`config.mk`:
```
export PLATFORM = sky130hd
export DESIGN_NAME = ctrl_multiciclo
export DESIGN_NICKNAME = d
export VERILOG_FILES = /design/src/rtl/ctrl_pkg.sv /design/src/rtl/ctrl_out_dec.sv /design/src/rtl/ctrl_multiciclo.sv
export SDC_FILE = /design/constraint.sdc
export NUM_CORES = 1
export LEC_CHECK = 0
export CAP_MARGIN = 20
export CORE_MARGIN = 4
export CORE_UTILIZATION = 34
export DETAILED_ROUTE_END_ITERATION = 16
export PLACE_DENSITY = 0.74
export RECOVER_POWER = 100
export SKIP_LAST_GASP = 1
export SYNTH_ARGS = -nofsm -noshare
export SYNTH_HDL_FRONTEND = slang
export SYNTH_SLANG_ARGS = --single-unit
```
`constraint.sdc`:
```
create_clock -name clk -period 1.4 [get_ports clk]
set_clock_uncertainty 0.05 [all_clocks]
set_input_delay 0.28 -clock clk [delete_from_list [all_inputs] [get_ports clk]]
set_output_delay 0.28 -clock clk [all_outputs]
set_load 0.02 [all_outputs]
```
`src/rtl/ctrl_pkg.sv`:
```
// Shared types and constants for the multi-cycle MIPS main control unit:
// state encoding, opcode and ALU-op codes, and the decoded control bundle.
package ctrl_pkg;

  typedef enum logic [3:0] {
    S_IDLE   = 4'd0,
    S_FETCH  = 4'd1,
    S_DECODE = 4'd2,
    S_MEMADR = 4'd3,
    S_MEMRD  = 4'd4,
    S_MEMWB  = 4'd5,
    S_MEMWR  = 4'd6,
    S_EXEC   = 4'd7,
    S_ALUWB  = 4'd8,
    S_IEXEC  = 4'd9,
    S_IWB    = 4'd10,
    S_BRANCH = 4'd11,
    S_JUMP   = 4'd12,
    S_ERR    = 4'd13
  } state_e;

  localparam logic [5:0] OP_RTYPE = 6'b000000;
  localparam logic [5:0] OP_J     = 6'b000010;
  localparam logic [5:0] OP_BEQ   = 6'b000100;
  localparam logic [5:0] OP_BNE   = 6'b000101;
  localparam logic [5:0] OP_ADDI  = 6'b001000;
  localparam logic [5:0] OP_SLTI  = 6'b001010;
  localparam logic [5:0] OP_SLTIU = 6'b001011;
  localparam logic [5:0] OP_ANDI  = 6'b001100;
  localparam logic [5:0] OP_ORI   = 6'b001101;
  localparam logic [5:0] OP_XORI  = 6'b001110;
  localparam logic [5:0] OP_LW    = 6'b100011;
  localparam logic [5:0] OP_SW    = 6'b101011;

  localparam logic [3:0] ALUOP_RTYPE = 4'b0000;
  localparam logic [3:0] ALUOP_ADD   = 4'b0010;
  localparam logic [3:0] ALUOP_BEQ   = 4'b0100;
  localparam logic [3:0] ALUOP_BNE   = 4'b0101;

  typedef struct packed {
    logic       pc_write;
    logic       branch;
    logic       branch_ne;
    logic       i_or_d;
    logic       mem_read;
    logic       mem_write;
    logic       ir_write;
    logic       reg_dst;
    logic       mem_to_reg;
    logic       reg_write;
    logic       alu_src_a;
    logic [1:0] alu_src_b;
    logic [1:0] pc_src;
    logic [3:0] alu_op;
  } ctrl_out_t;

  // Immediate ALU ops pass opcode[3:0] straight through as their ALU-op code.
  function automatic logic is_imm_alu(input logic [5:0] op);
    case (op)
      OP_ADDI, OP_SLTI, OP_SLTIU, OP_ANDI, OP_ORI, OP_XORI: return 1'b1;
      default: return 1'b0;
    endcase
  endfunction

endpackage

```
`src/rtl/ctrl_out_dec.sv`:
```
// Combinational decoder from registered state (plus opcode and mem_ready)
// to the datapath control bundle.
module ctrl_out_dec
  import ctrl_pkg::*;
(
  input  state_e      state,
  input  logic [5:0]  opcode,
  input  logic        mem_ready,
  output ctrl_out_t   ctl
);

  always_comb begin
    ctl        = '0;
    ctl.alu_op = ALUOP_ADD;
    case (state)
      S_FETCH: begin
        ctl.mem_read  = 1'b1;
        ctl.alu_src_b = 2'b01;
        ctl.pc_src    = 2'b00;
        ctl.ir_write  = mem_ready;
        ctl.pc_write  = mem_ready;
      end
      S_DECODE: ctl.alu_src_b = 2'b11;
      S_MEMADR: begin
        ctl.alu_src_a = 1'b1;
        ctl.alu_src_b = 2'b10;
      end
      S_MEMRD: begin
        ctl.mem_read = 1'b1;
        ctl.i_or_d   = 1'b1;
      end
      S_MEMWB: begin
        ctl.reg_write  = 1'b1;
        ctl.mem_to_reg = 1'b1;
      end
      S_MEMWR: begin
        ctl.mem_write = 1'b1;
        ctl.i_or_d    = 1'b1;
      end
      S_EXEC: begin
        ctl.alu_src_a = 1'b1;
        ctl.alu_op    = ALUOP_RTYPE;
      end
      S_ALUWB: begin
        ctl.reg_write = 1'b1;
        ctl.reg_dst   = 1'b1;
      end
      S_IEXEC: begin
        ctl.alu_src_a = 1'b1;
        ctl.alu_src_b = 2'b10;
        ctl.alu_op    = opcode[3:0];
      end
      S_IWB: ctl.reg_write = 1'b1;
      S_BRANCH: begin
        ctl.alu_src_a = 1'b1;
        ctl.pc_src    = 2'b01;
        if (opcode == OP_BNE) begin
          ctl.alu_op    = ALUOP_BNE;
          ctl.branch_ne = 1'b1;
        end else begin
          ctl.alu_op = ALUOP_BEQ;
          ctl.branch = 1'b1;
        end
      end
      S_JUMP: begin
        ctl.pc_write = 1'b1;
        ctl.pc_src   = 2'b10;
      end
      default: ;
    endcase
  end

endmodule

```
`src/rtl/ctrl_multiciclo.sv`:
```
// Multi-cycle MIPS main control FSM with mem_ready stall and optional wait
// timeout. Define CTRL_ILLEGAL_TRAP_EN to trap illegal opcodes into S_ERR.
//
// state    | meaning
// S_IDLE   | post-reset, all outputs idle
// S_FETCH  | instruction read, PC+4 (waits on mem_ready)
// S_DECODE | register read, branch target into ALUOut
// S_MEMADR | lw/sw address generation
// S_MEMRD  | data read (waits on mem_ready)
// S_MEMWB  | load write-back
// S_MEMWR  | data write (waits on mem_ready)
// S_EXEC   | R-type execute
// S_ALUWB  | R-type write-back to rd
// S_IEXEC  | immediate ALU execute
// S_IWB    | immediate write-back to rt
// S_BRANCH | beq/bne compare and conditional PC load
// S_JUMP   | jump target PC load
// S_ERR    | illegal opcode or wait timeout, held until reset
module ctrl_multiciclo
  import ctrl_pkg::*;
#(
  parameter int MEM_WAIT_MAX = 0
) (
  input  logic       clk,
  input  logic       rst_n,
  input  logic [5:0] opcode,
  input  logic       mem_ready,
  output logic       pc_write,
  output logic       branch,
  output logic       branch_ne,
  output logic       i_or_d,
  output logic       mem_read,
  output logic       mem_write,
  output logic       ir_write,
  output logic       reg_dst,
  output logic       mem_to_reg,
  output logic       reg_write,
  output logic       alu_src_a,
  output logic [1:0] alu_src_b,
  output logic [1:0] pc_src,
  output logic [3:0] alu_op,
  output logic       illegal,
  output logic [3:0] state_o
);

  localparam int CW = (MEM_WAIT_MAX > 1) ? $clog2(MEM_WAIT_MAX) : 1;

  state_e      state;
  logic        illegal_q;
  logic [CW-1:0] stall_cnt;
  logic        stalled;
  logic        timeout;
  ctrl_out_t   ctl;

  assign stalled = !mem_ready &&
                   (state == S_FETCH || state == S_MEMRD || state == S_MEMWR);
  assign timeout = (MEM_WAIT_MAX != 0) && stalled &&
                   (stall_cnt == CW'(MEM_WAIT_MAX - 1));

  always_ff @(posedge clk or negedge rst_n) begin
    if (!rst_n) begin
      state     <= S_IDLE;
      illegal_q <= 1'b0;
      stall_cnt <= '0;
    end else if (timeout) begin
      state     <= S_ERR;
      illegal_q <= 1'b1;
      stall_cnt <= '0;
    end else begin
      // Counter only advances while holding in a wait state, so any state
      // change (always a non-stalled cycle) clears it for the next entry.
      if (stalled && MEM_WAIT_MAX != 0) stall_cnt <= stall_cnt + 1'b1;
      else                              stall_cnt <= '0;
      case (state)
        S_IDLE:   state <= S_FETCH;
        S_FETCH:  if (mem_ready) state <= S_DECODE;
        S_DECODE: begin
          if (opcode == OP_LW || opcode == OP_SW)      state <= S_MEMADR;
          else if (opcode == OP_RTYPE)                 state <= S_EXEC;
          else if (opcode == OP_BEQ || opcode == OP_BNE) state <= S_BRANCH;
          else if (is_imm_alu(opcode))                 state <= S_IEXEC;
          else if (opcode == OP_J)                     state <= S_JUMP;
          else begin
`ifdef CTRL_ILLEGAL_TRAP_EN
            state     <= S_ERR;
            illegal_q <= 1'b1;
`else
            state <= S_FETCH;
`endif
          end
        end
        S_MEMADR: state <= (opcode == OP_LW) ? S_MEMRD : S_MEMWR;
        S_MEMRD:  if (mem_ready) state <= S_MEMWB;
        S_MEMWB:  state <= S_FETCH;
        S_MEMWR:  if (mem_ready) state <= S_FETCH;
        S_EXEC:   state <= S_ALUWB;
        S_ALUWB:  state <= S_FETCH;
        S_IEXEC:  state <= S_IWB;
        S_IWB:    state <= S_FETCH;
        S_BRANCH: state <= S_FETCH;
        S_JUMP:   state <= S_FETCH;
        S_ERR:    state <= S_ERR;
        default:  state <= S_ERR;
      endcase
    end
  end

  ctrl_out_dec u_out_dec (
    .state     (state),
    .opcode    (opcode),
    .mem_ready (mem_ready),
    .ctl       (ctl)
  );

  assign pc_write   = ctl.pc_write;
  assign branch     = ctl.branch;
  assign branch_ne  = ctl.branch_ne;
  assign i_or_d     = ctl.i_or_d;
  assign mem_read   = ctl.mem_read;
  assign mem_write  = ctl.mem_write;
  assign ir_write   = ctl.ir_write;
  assign reg_dst    = ctl.reg_dst;
  assign mem_to_reg = ctl.mem_to_reg;
  assign reg_write  = ctl.reg_write;
  assign alu_src_a  = ctl.alu_src_a;
  assign alu_src_b  = ctl.alu_src_b;
  assign pc_src     = ctl.pc_src;
  assign alu_op     = ctl.alu_op;
  assign illegal    = illegal_q;
  assign state_o    = state;

endmodule

```
# After elaboration in Yosys (flattened, before gate mapping)
# Cells that the tools add are included.
# totals
reg_bits	4
input_bits	9
output_inout_bits	24
wordCells	70
# classes
eq_ne	26
n_mux	31
reduce_logical	12
# op_table
operator	n
$eq 6x4->1 const B	6
$mux 4	8
$pmux 4 s8	1
$eq 4x4->1 const B	5
$eq 4x3->1 const B	4
$mux 1	16
$eq 6x3->1 const B	2
$eq 6x6->1 const B	2
$pmux 4 s3	1
$reduce_or 6->1	2
$eq 4x2->1 const B	2
$eq 6x2->1 const B	1
$logic_not 6->1	1
$ne 2x2->1 const B	3
$pmux 2 s3	1
$reduce_or 2->1	3
$eq 4x1->1 const B	1
$logic_not 4->1	1
$mux 2	2
$pmux 2 s2	1
$reduce_or 4->1	1
$reduce_and 3->1	1
$reduce_or 3->1	1
$logic_or 1x1->1	2
$pmux 1 s2	1

# Longest topological paths before layout
# logic_depth
depth_word	12
depth_mapped	6
depth_no_buf	4

# By module
# From an unflattened synthesis, not the netlist that was laid out.
# unflattened
hier_cells	90
hier_area_um2	653.1
# modules_own_cells
module	n_inst	cells_per_inst	area_each_um2	seq_area_each_um2
ctrl_multiciclo	1	51	391.6	100.1
ctrl_out_dec	1	39	261.5	0.0

# Worst setup path before layout
# OpenSTA, ideal clock, no wires.
# synth_timing
kind	flip-flop to output port
start	register state[3], in the netlist state_o[3]
end	output port alu_op[0]
arrival_ps	1624
t_required_ps	1070
slack_ps	-554
path_stages_with_launch	5
n_path_buf	2
cell_sequence	dfrtp_1 > buf_6 > buf_2 > nand2_1 > nor4b_1
# synth_between
elab_chain_cells	2
word_cells_on_any_way	4
classes_between	3 x eq/ne; 1 x mux
# synth_lines
element	line_no	rtl
start, declared	ctrl_multiciclo.sv:48	state_e state;
start signal, assigned	ctrl_multiciclo.sv:92	S_MEMADR: state <= (opcode == OP_LW) ? S_MEMRD : S_MEMWR;
$eq 4x4->1 / $eq 4x3->1 (equally long branches)	ctrl_out_dec.sv:15	case (state)
$pmux 4 s3 *	ctrl_out_dec.sv:15	
end, declared	ctrl_multiciclo.sv:41	output logic [3:0] alu_op,
# Every way passes the cells marked *; elsewhere a longest branch is shown, timed or not.

# Worst setup path after layout
# layout_timing
start	register state[1], in the netlist state_o[1]
end	output port alu_src_b[0]
# layout_between
elab_chain_cells	3
word_cells_on_any_way	6
classes_between	4 x eq/ne; 1 x mux; 1 x reduce/logical
# layout_lines
element	line_no	rtl
$eq 4x2->1 / $eq 4x4->1 (equally long branches)	ctrl_out_dec.sv:15	
$reduce_or 2->1 (no source line)	--	
$pmux 2 s3 *	ctrl_out_dec.sv:15	
end, declared	ctrl_multiciclo.sv:39	output logic [1:0] alu_src_b,
# Marked as above.

==> impl_metrics.json <==
{
  "violations": "negative setup slack",
  "gr-total-overflow": 0,
  "synth_edf_count": 0,
  "outcome": "complete, but fails checks",
  "grt_usage_pct": 22.9,
  "antenna_left": 0,
  "final_common_cell": "buf_4",
  "syn_inst": 83,
  "cts_max_level": 1,
  "ys.flop_type": "dfrtp_1",
  "antenna_found_initial": 0,
  "internal_power_w": 0.00156,
  "timing.hold.ws_ns": 0.277,
  "clock-root-buffer": "clkbuf_4",
  "rsz0062_at_grt": "yes",
  "avgRoutedWirePerCell_um": 18.1,
  "setup_slack_ns": -0.283,
  "power.share.combinational_pct": 86.6,
  "die_x_um": 50.3,
  "syn-cell-area_um2": 608,
  "critPathCaptureType": "output pin",
  "yosysUniqueCellTypes": 38,
  "p_sw_share_pct": 49.7,
  "grt_pass1_wl_mm": 4.49,
  "period_share_pct": 120,
  "maxCapViolCount": 0,
  "syn_nets": 92,
  "grt_pass1_vias": 973,
  "fin_util_pct": 84.4,
  "ctsHoldBuffers": 0,
  "grt_max_degree": 10,
  "cts_buffers": 3,
  "clk_pin_slew_ns": 0.04,
  "pwr-share-clk_pct": 4.3,
  "yosys.area.top_type": "dfrtp_1",
  "p_sw_w": 0.00155,
  "pin_count": 33,
  "syn_to_final_growth_pct": 137,
  "crit_top_cell": "buf_4",
  "largest_reg_flops": 4,
  "dieArea_um2": 2530,
  "via_per_inst": 5.51,
  "start_util_pct": 35.6,
  "hpwl_mm": 1.80,
  "cts_sinks": 4,
  "fmax_ghz": 0.594,
  "min_period_ns": 1.68,
  "finalSetupViolations": 22,
  "max_stage_delay_ns": 0.42,
  "async_flop_share_pct": 100,
  "die_y_um": 50.3,
  "cp.arrival_ns": 1.35,
  "crit_fanout": 7,
  "ys_top_cells_by_area": "dfrtp_1 16%, buf_6 9.3%, nor2_1 6.8%",
  "syn_avg_cell_area_um2": 7.33,
  "core-area_um2": 1710,
  "cp-start-kind": "register",
  "drc_errors": 0,
  "num_vias": 953,
  "drt_iter0_drc": 21,
  "final_max_slew_viol_count": 0,
  "synth-seq-cells": 4,
  "seq_power_share_pct": 9.1,
  "p_leak_nw": 0.642,
  "ctsLongestPathBuffers": 2,
  "peakVddDrop_mv": 1.48,
  "seq_area_frac_synth_pct": 16.5,
  "power.density_nw_per_um2": 2160,
  "slowest_stage": "dfrtp_2",
  "final_cell_mix": "36 x buf_4, 21 x buf_6, 6 x nor2_2, 5 x nor3_2, 5 x dlygate4sd2_1",
  "crit_type": "reg2out",
  "cp.required_ns": 1.07,
  "n_fill_cell": 100,
  "synth_top_area_share_pct": 16.5,
  "cts_tree": "done",
  "rows": 15,
  "cp_cell_sequence": "buf_4 > xnor2_2 > nor3_2 > buf_4",
  "seq_area_um2": 105,
  "nets": 159,
  "multi_input_area_um2": 649,
  "portBuffers": 31,
  "ys_warn_count": 0,
  "diodes": 0,
  "clock_latency_ns": 0.22,
  "finalHoldViolCount": 0,
  "worstHoldPathType": "in2async",
  "setup_tns_ns": -4.03,
  "wl_mm": 3.13,
  "drive_gt1_share_pct": 75.7,
  "drtPass1Iterations": 4,
  "place.gp.congestion": 0.853
}
## logic make-up (layout without fill, tap and decap cells)
kind of cell / Yosys count / in the layout / share of synthesized area, %
other cells: 1 / 1 / 0.617
buf+inv: 13 / 78 / 15.6
simple gates: 38 / 38 / 35.8
xor+xnor: 2 / 2 / 2.88
compound gates: 25 / 25 / 28.6
flops: 4 / 4 / 16.5
## final cells by class
type / count / share of cell area [%]
clock buffers: 3 / 1.56
flip-flops and latches: 4 / 7.29
multi-input cells: 66 / 45.1
inverters: 5 / 1.48
repair buffers: 70 / 42.4
well taps: 25 / 2.17
## metrics by stage
| stage | worst slack, ns | total power (W) | area [um^2] | std cells |
|---|---|---|---|---|
| 2_1_floorplan | -0.195 | 0.00167 | 763 | 83 |
| 3_3_place_gp | -0.811 | 0.00238 | 1210 | 157 |
| 3_5_place_dp | -0.835 | 0.00242 | 1210 | 157 |
| 4_1_cts | -0.259 | 0.00280 | 1330 | 168 |
| 5_1_grt | -0.332 | 0.00326 | 1440 | 173 |
| 6_report | -0.283 | 0.00311 | 1440 | 173 |
## cells in the mapped netlist, types with 2 or more instances
| library cell | n |
|---|---|
| a21oi_1 | 6 |
| o22ai_1 | 3 |
| inv_1 | 4 |
| xnor2_1 | 2 |
| nand4b_1 | 2 |
| nor2_1 | 11 |
| nor3_1 | 8 |
| buf_4 | 2 |
| buf_6 | 5 |
| nand2_1 | 4 |
| o21ai_0 | 6 |
| dfrtp_1 | 4 |
## final timing paths
check                                       start                endpoint  slack, ns  depth (start not counted)
setup / recovery           state_o[1]$_DFFE_PN0P_            alu_src_b[0]      -0.28                          4
hold / removal                              rst_n  state_o[3]$_DFFE_PN0P_       0.28                          1
setup reg to reg           state_o[3]$_DFFE_PN0P_  state_o[1]$_DFFE_PN0P_      -0.14                          6
hold reg to reg            state_o[1]$_DFFE_PN0P_  state_o[2]$_DFFE_PN0P_       0.73                          3
max in group asynchronous                   rst_n  state_o[2]$_DFFE_PN0P_       0.83                          1
min in group clk                        opcode[5]  state_o[3]$_DFFE_PN0P_       0.65                          5
## repair_timing
| item | in CTS | in global routing |
|---|---|---|
| setup buffers | 9 | 6 |
| resized for setup | 138 | 26 |
| pin swaps | 14 | 9 |
| endpoints found under the setup margin | 27 | 26 |
## metal layers
| layer | vias to the layer above | GRT usage [%] | share of wire, % |
|---|---|---|---|
| met3 | 8 | 2.97 | 5.1 |
| met2 | 44 | 44.8 | 57 |
| met5 | - | 0 | 0 |
| li1 | 429 | - | - |
| met4 | 0 | 12.1 | 2.2 |
| met1 | 472 | 22.9 | 35 |
## power by group through the flow
| stage | registers [W] | logic [W] | clock network, W |
|---|---|---|---|
| floorplan | 0.000275 | 0.00139 | 0 |
| global placement | 0.000316 | 0.00206 | 0 |
| detailed placement | 0.000320 | 0.00210 | 0 |
| CTS | 0.000287 | 0.00238 | 0.000136 |
| global route | 0.000291 | 0.00283 | 0.000146 |
| finish | 0.000282 | 0.00270 | 0.000134 |
## worst max-delay path: cells and delay by family, from the launching register on
family | cells | cell delay (ns)
xor+xnor | 1 | 0.16
flops | 1 | 0.42
buf+inv | 2 | 0.36
simple gates | 1 | 0.19
Note: power is estimated with default switching activity, not from simulation.
